==> src/rtl/dsp_post_add_out.sv <==
// ---------------------------------------------------------------------------
// dsp_post_add_out
//
// Post-adder / output stage of a DSP slice. Two operand multiplexers (X and Z)
// feed a 48-bit adder/subtractor with a carry-in. The 48-bit result and its
// carry/borrow bit are each captured in an enabled register. Parameters choose
// whether the outputs come from those registers or straight from the adder.
//
// Parameters
//   PREG        1 = P taken from the P register, 0 = combinational result
//   CARRYOUTREG 1 = CARRYOUT taken from the carry register, 0 = combinational
//   CARRYINSEL  "OPMODE5" = carry-in is opmode[5], "CARRYIN" = CARRYIN port
//               (any other value behaves as "OPMODE5")
//
// Ports
//   CLK        clock; all state updates on the rising edge
//   rst        asynchronous active-high reset of both registers
//   CEP        P register clock enable
//   CECY       carry register clock enable
//   opmode     [1:0] X select, [3:2] Z select, [5] carry-in, [7] 1 = subtract
//   M          36-bit unsigned multiplier product
//   DAB        {D[11:0], A[17:0], B[17:0]}
//   C          C operand
//   PCIN       cascade input from the upstream slice
//   CARRYIN    external carry-in
//   P          post-adder result
//   PCOUT      cascade output, identical to P
//   CARRYOUT   carry (add) or borrow (subtract) bit
//   CARRYOUTF  fabric copy of CARRYOUT
// ---------------------------------------------------------------------------
module dsp_post_add_out #(
    parameter int PREG        = 1,
    parameter int CARRYOUTREG = 1,
    parameter     CARRYINSEL  = "OPMODE5"
) (
    input  logic        CLK,
    input  logic        rst,
    input  logic        CEP,
    input  logic        CECY,
    input  logic [7:0]  opmode,
    input  logic [35:0] M,
    input  logic [47:0] DAB,
    input  logic [47:0] C,
    input  logic [47:0] PCIN,
    input  logic        CARRYIN,
    output logic [47:0] P,
    output logic [47:0] PCOUT,
    output logic        CARRYOUT,
    output logic        CARRYOUTF
);

    // Only the exact string "CARRYIN" selects the port; anything else falls
    // back to opmode[5].
    localparam bit USE_CARRYIN_PORT = (CARRYINSEL == "CARRYIN");

    typedef enum logic [1:0] {
        X_ZERO = 2'd0,
        X_M    = 2'd1,
        X_P    = 2'd2,
        X_DAB  = 2'd3
    } x_sel_e;

    typedef enum logic [1:0] {
        Z_ZERO = 2'd0,
        Z_PCIN = 2'd1,
        Z_P    = 2'd2,
        Z_C    = 2'd3
    } z_sel_e;

    logic [47:0] p_q;
    logic [47:0] p_d;
    logic        cy_q;
    logic        cy_d;

    x_sel_e      x_sel;
    z_sel_e      z_sel;
    logic [47:0] x_mux;
    logic [47:0] z_mux;
    logic        cin;
    logic [48:0] sum;
    logic [47:0] r;
    logic        cy;

    // ------------------------------------------------------------------
    // Operand selection. Feedback always comes from the P register, never
    // from the combinational result, so PREG=0 cannot form a loop.
    // ------------------------------------------------------------------
    always_comb begin
        x_sel = x_sel_e'(opmode[1:0]);
        z_sel = z_sel_e'(opmode[3:2]);

        x_mux = '0;
        unique case (x_sel)
            X_ZERO: x_mux = '0;
            X_M:    x_mux = {12'h000, M};
            X_P:    x_mux = p_q;
            X_DAB:  x_mux = DAB;
            default: x_mux = '0;
        endcase

        z_mux = '0;
        unique case (z_sel)
            Z_ZERO: z_mux = '0;
            Z_PCIN: z_mux = PCIN;
            Z_P:    z_mux = p_q;
            Z_C:    z_mux = C;
            default: z_mux = '0;
        endcase

        cin = USE_CARRYIN_PORT ? CARRYIN : opmode[5];
    end

    // ------------------------------------------------------------------
    // 49-bit adder/subtractor. In subtract mode bit 48 is the borrow of
    // Z - (X + CIN); results wrap modulo 2^49.
    // ------------------------------------------------------------------
    always_comb begin
        if (opmode[7]) begin
            sum = {1'b0, z_mux} - ({1'b0, x_mux} + {48'h0, cin});
        end else begin
            sum = {1'b0, z_mux} + {1'b0, x_mux} + {48'h0, cin};
        end
        r  = sum[47:0];
        cy = sum[48];
    end

    // ------------------------------------------------------------------
    // Register next-state: load when enabled, otherwise hold. Both registers
    // clock regardless of PREG / CARRYOUTREG since P feedback needs p_q.
    // ------------------------------------------------------------------
    always_comb begin
        p_d  = CEP  ? r  : p_q;
        cy_d = CECY ? cy : cy_q;
    end

    always_ff @(posedge CLK or posedge rst) begin
        if (rst) begin
            p_q  <= '0;
            cy_q <= 1'b0;
        end else begin
            p_q  <= p_d;
            cy_q <= cy_d;
        end
    end

    // ------------------------------------------------------------------
    // Output selection
    // ------------------------------------------------------------------
    always_comb begin
        P         = (PREG != 0)        ? p_q  : r;
        PCOUT     = P;
        CARRYOUT  = (CARRYOUTREG != 0) ? cy_q : cy;
        CARRYOUTF = CARRYOUT;
    end

endmodule

==> config.mk <==
export PLATFORM = sky130hd
export DESIGN_NAME = dsp_post_add_out
export DESIGN_NICKNAME = d
export VERILOG_FILES = /design/src/rtl/dsp_post_add_out.sv
export SDC_FILE = /design/constraint.sdc
export NUM_CORES = 1
export LEC_CHECK = 0
export BUFFER_PORTS_ARGS = -buffer_cell sky130_fd_sc_hd__buf_2
export CAP_MARGIN = 15
export CORE_MARGIN = 2
export CORE_UTILIZATION = 35
export DETAILED_ROUTE_END_ITERATION = 16
export GPL_TIMING_DRIVEN = 0
export SLEW_MARGIN = 20
export SYNTH_ARGS = -nofsm -noshare
export SYNTH_HDL_FRONTEND = slang
export SYNTH_SLANG_ARGS = --single-unit
==> constraint.sdc <==
create_clock -name CLK -period 5.25 [get_ports CLK]
set_input_delay 1.05 -clock CLK [delete_from_list [all_inputs] [get_ports CLK]]
set_output_delay 1.05 -clock CLK [all_outputs]
set_load 0.02 [all_outputs]
Word level (Yosys, flattened, before mapping)
Index checks and enable logic that the tools add are counted.

Flip-flop bits (word level): 49. Logic and storage cells: 17.

Reduce and logical (&&, ||, !) cells: 2. Add/sub/neg operators: 4. Muxes and demuxes: 3. Equal/unequal tests: 6.

Operator list (count): one-hot mux 48 bit (4 select lines) (2); adder 48 x 1 -> 49 bit (1); adder 48 x 48 -> 49 bit (1); adder 49 x 1 -> 49 bit (1); two-way mux 49 bit (1); subtractor 48 x 49 -> 49 bit (1); equality test 2 bit, second input constant (4); equality test 2 x 1 -> 1 bit, second input constant (2); logical NOT 2 bit (2).

Longest topological paths before layout
Word-level depth: 5. Gate-level depth with buffers: 20.

Worst setup path after synthesis
Ideal clock, no wire load.

Path type: input -> register. Start: input port opmode[3]. End: register p_q[44] (netlist: P[44]). Path slack: 0.002 ns. Library setup time: 0.135 ns. Stages on the path: 19. Required time: 5.115 ns. Arrival time: 5.113 ns. Cells stage by stage: buf_1 -> clkbuf_1 -> mux2_2 -> a22oi_1 -> ha_1 -> inv_1 -> ha_1 -> clkbuf_1 -> a211oi_1 -> nor2_1 -> a211o_1 -> a31oi_1 -> o21ai_0 -> o2111ai_1 -> nand2_1 -> a21boi_0 -> o21ai_0 -> a221oi_1 -> o31ai_1.

Longest elaborated chain between the ends: 5.

Ends and longest elaborated chain: start: declaration (line 40) `input logic [7:0] opmode,`; equality test 2 bit, or another cell as far along (line 102) `unique case (z_sel)`; one-hot mux 48 bit (4 select lines) * (line 102); adder 48 x 48 -> 49 bit (line 121) `sum = {1'b0, z_mux} + {1'b0, x_mux} + {48'h0, cin};`; adder 49 x 1 -> 49 bit (line 121); two-way mux 49 bit * (line 118) `if (opmode[7]) begin`; end signal: assignment (line 141) `p_q <= p_d;`; end: declaration (line 70) `logic [47:0] p_q;`.

Mark *: on every way between the ends. The rest lies on a longest branch, timed or not. A chain may end at the register's enable or synchronous reset.

Final worst setup path
Start: input port opmode[3]. End: register p_q[41] (netlist: P[41]).

The elaborated chain is that of the path after synthesis.

==> impl_metrics.toml <==
[outcome]
status = "finished clean"

[yosys]
synth.yosys.warnings = 0
synth_area_leaders = "ha_1 (16%), dfrtp_1 (11%), mux2_2 (8.9%)"
synth_ff_type = "dfrtp_1"
synth.top_cell.area_share = 0.1606
yosys.area.top_type = "ha_1"
synth-edff-count = 0
async_flop_share = 1.000
synth_area_um2 = 10830
synth.distinct_cells = 73
ys_seq_area_frac = 0.1132
syn_inst = 1441
synth-seq-cells = 49
synth_nets = 1777
avgSynthCellArea_um2 = 7.515

[cts]
cts_made_buffers = 5
cts_buffer_depth = 2
cts_tree = "built"
clock_latency_ns = 0.32
cts.sinks = 49
cts-root-buf = "clkbuf_16"
clkSlewWorstSetupHoldPaths_ns = 0.08
cts-htree-levels = 2

[layout]
diodes = 0
fin_nets = 2073
layout.cells.non_filler = 2134
fin_area_um2 = 13380
layout_common_cells = "buf_2 (292), inv_1 (148), a21oi_1 (136)"
final_common_cell = "buf_2"
syn_to_final_growth_pct = 23.57
drive_above_1_share = 0.2986

[sta]
clock_skew_ns = 0.01523
slew_headroom = 0.3350
max_freq_ghz = 0.1942
timing.hold.ws_ns = 0.5975
setup_viol = 0
hold_viol = 0
min_period_over_period = 0.9810
slew_viol_final = 0
rsz0062_at_grt = "yes"
period_needed_ns = 5.150
worst_slew_pin_slew_ns = 0.9976

[detailed_routing]
top_layer = "met4"
drt_wl_total_mm = 45.91
drt-initial-drc-count = 796
drtAntennaViolNets = 0
drc = 0
vias_per_cell = 5.631
num_vias = 12020
wl_met3_mm = 3.661
wl_per_cell_um = 21.52
wl_met2_mm = 20.74
drtPass1Iterations = 5
wirelength_met1_mm = 20.68

[critical_path]
rr_worst_depth = 15
slowest_delay_ns = 0.48
r2r_slack_ns = 1.03
cpMostUsedCell = "nand3_1"
end_kind = "flop"
crit_fanout = 10
worstReg2RegStart = "P[0]"
cp-startpoint = "opmode[3]"
crit_arrival_ns = 5.34
path_class = "input pin to flop"
worstPathRequired_ns = 5.44
start_kind = "input pin"
path_cells = "buf_2, buf_12, clkbuf_8, mux2_2, a22oi_1, ha_1, nor2b_2, nand3_1, o21ai_2, a21boi_1, o21bai_2, a31oi_2, a211oi_1, nor3_1, o41ai_1, nand3_1"
slowest_stage = "a211oi_1"

[floorplan]
start_util = 0.3549
die_w_um = 179.9
rows = 64
io_pins = 291
die_height_um = 179.9
die-area_um2 = 32360
core_um2 = 30510

[power_and_ir_drop]
powerDensity_nw_per_um2 = 473.4
power_switching_mw = 3.530
p_sw_frac = 0.5573
intPower_mw = 2.804
leakage_nw = 6.657
comb_power_share = 0.799
ir_drop_uv = 255.3
totalPowerFinal_mw = 6.334
power.clock.fraction = 0.060
seq_power_share = 0.140

[place]
dpl_cell_area_um2 = 12780
portBuffers = 287
dp_cells = 2125
gp_congestion = 0.9630
hpwlAfterDp_mm = 36.75

[hold_path]
hp-class = "flop to flop"
worstHoldStart = "P[35]"
hold_path_depth = 2

[global_routing]
grt_pass1_wl_mm = 68.51
grt_max_degree = 28
first_global_vias = 11580
grt_overflow = 0
antenna_found_initial = 1
grt_usage = 0.2722

[flow_run]
drv_cap = 0
per-layer routing:
layer,global-route usage,up-vias
met5,0,-
met4,0.05659,0
li1,-,5707
met1,0.3769,5682
met3,0.03768,50
met2,0.4498,577
kinds of logic (layout without fill, tap and decap cells):
logic type / Yosys count / in the layout / share of synthesized area
buffers and inverters: 271 / 568 / 0.1109
flip-flops: 49 / 49 / 0.1132
adder cells (fa/ha/maj): 143 / 143 / 0.1680
multiplexers: 105 / 105 / 0.1071
XOR/XNOR: 78 / 78 / 0.06308
AO/OA/AOI/OAI: 471 / 471 / 0.2936
AND/OR/NAND/NOR: 324 / 324 / 0.1441
layout make-up:
class,count,area (um2)
sequential,49,1226
inverter,151,569.3
tap,396,495.5
clock buffer,6,138.9
timing repair buffer,295,1509
multi-input combinational,1121,8677
fill,3255,17130
clock inverter,2,13.76
buffer,114,752.0
power groups by stage:
stage | registers, mW | clock network (mW) | logic, mW
after global placement | 0.879 | 0 | 4.75
final | 0.889 | 0.383 | 5.06
after floorplan | 0.965 | 0 | 3.27
after global routing | 0.918 | 0.398 | 5.50
after detailed placement | 0.890 | 0 | 4.74
after CTS | 0.884 | 0.390 | 4.87
flip-flops by register name, indices dropped and copies added, names as in the netlist:
| register | count |
|---|---|
| CARRYOUT | 1 |
| P | 48 |
worst max-delay path: cells and delay by family:
family,cells,cell delay (ns)
buf+inv,3,0.52
simple gates,4,0.75
fa+ha+maj,1,0.36
compound gates,7,2.25
mux,1,0.36
worst paths after layout:
kind	end
setup / recovery	P[41]
hold / removal	P[35]
setup reg to reg	P[30]
hold reg to reg	P[35]
max in group asynchronous	P[32]
min in group asynchronous	P[3]
repair_timing:
item	in CTS	in global routing
resized for setup	66	55
endpoints found under the setup margin	40	23
pin swaps	2	9
hold buffers	0	0
setup buffers	1	6
cell usage after synthesis (23+ instances only):
library cell  instances
clkbuf_1             57
xor2_1               23
buf_4                49
xnor2_1              55
nor2_1              108
nand2_1              74
a22oi_1              24
mux2_2               86
o21ai_0              67
inv_1               150
a22o_1               61
ha_1                139
a21o_1               49
nand3_1              23
a21oi_1             140
nor2b_1              27
dfrtp_1              49
stage by stage:
step | util | TNS, ns | worst slack [ns]
after CTS | 0.4312 | -0.06015 | -0.04879
final | 0.4386 | 0 | 0.09992
after detailed placement | 0.4190 | -49.26 | -1.706
after global placement | 0.4183 | -45.96 | -1.696
after global routing | 0.4386 | -0.04934 | -0.03773
after floorplan | - | 0 | 0.001972
(Power assumes the default switching activity.)
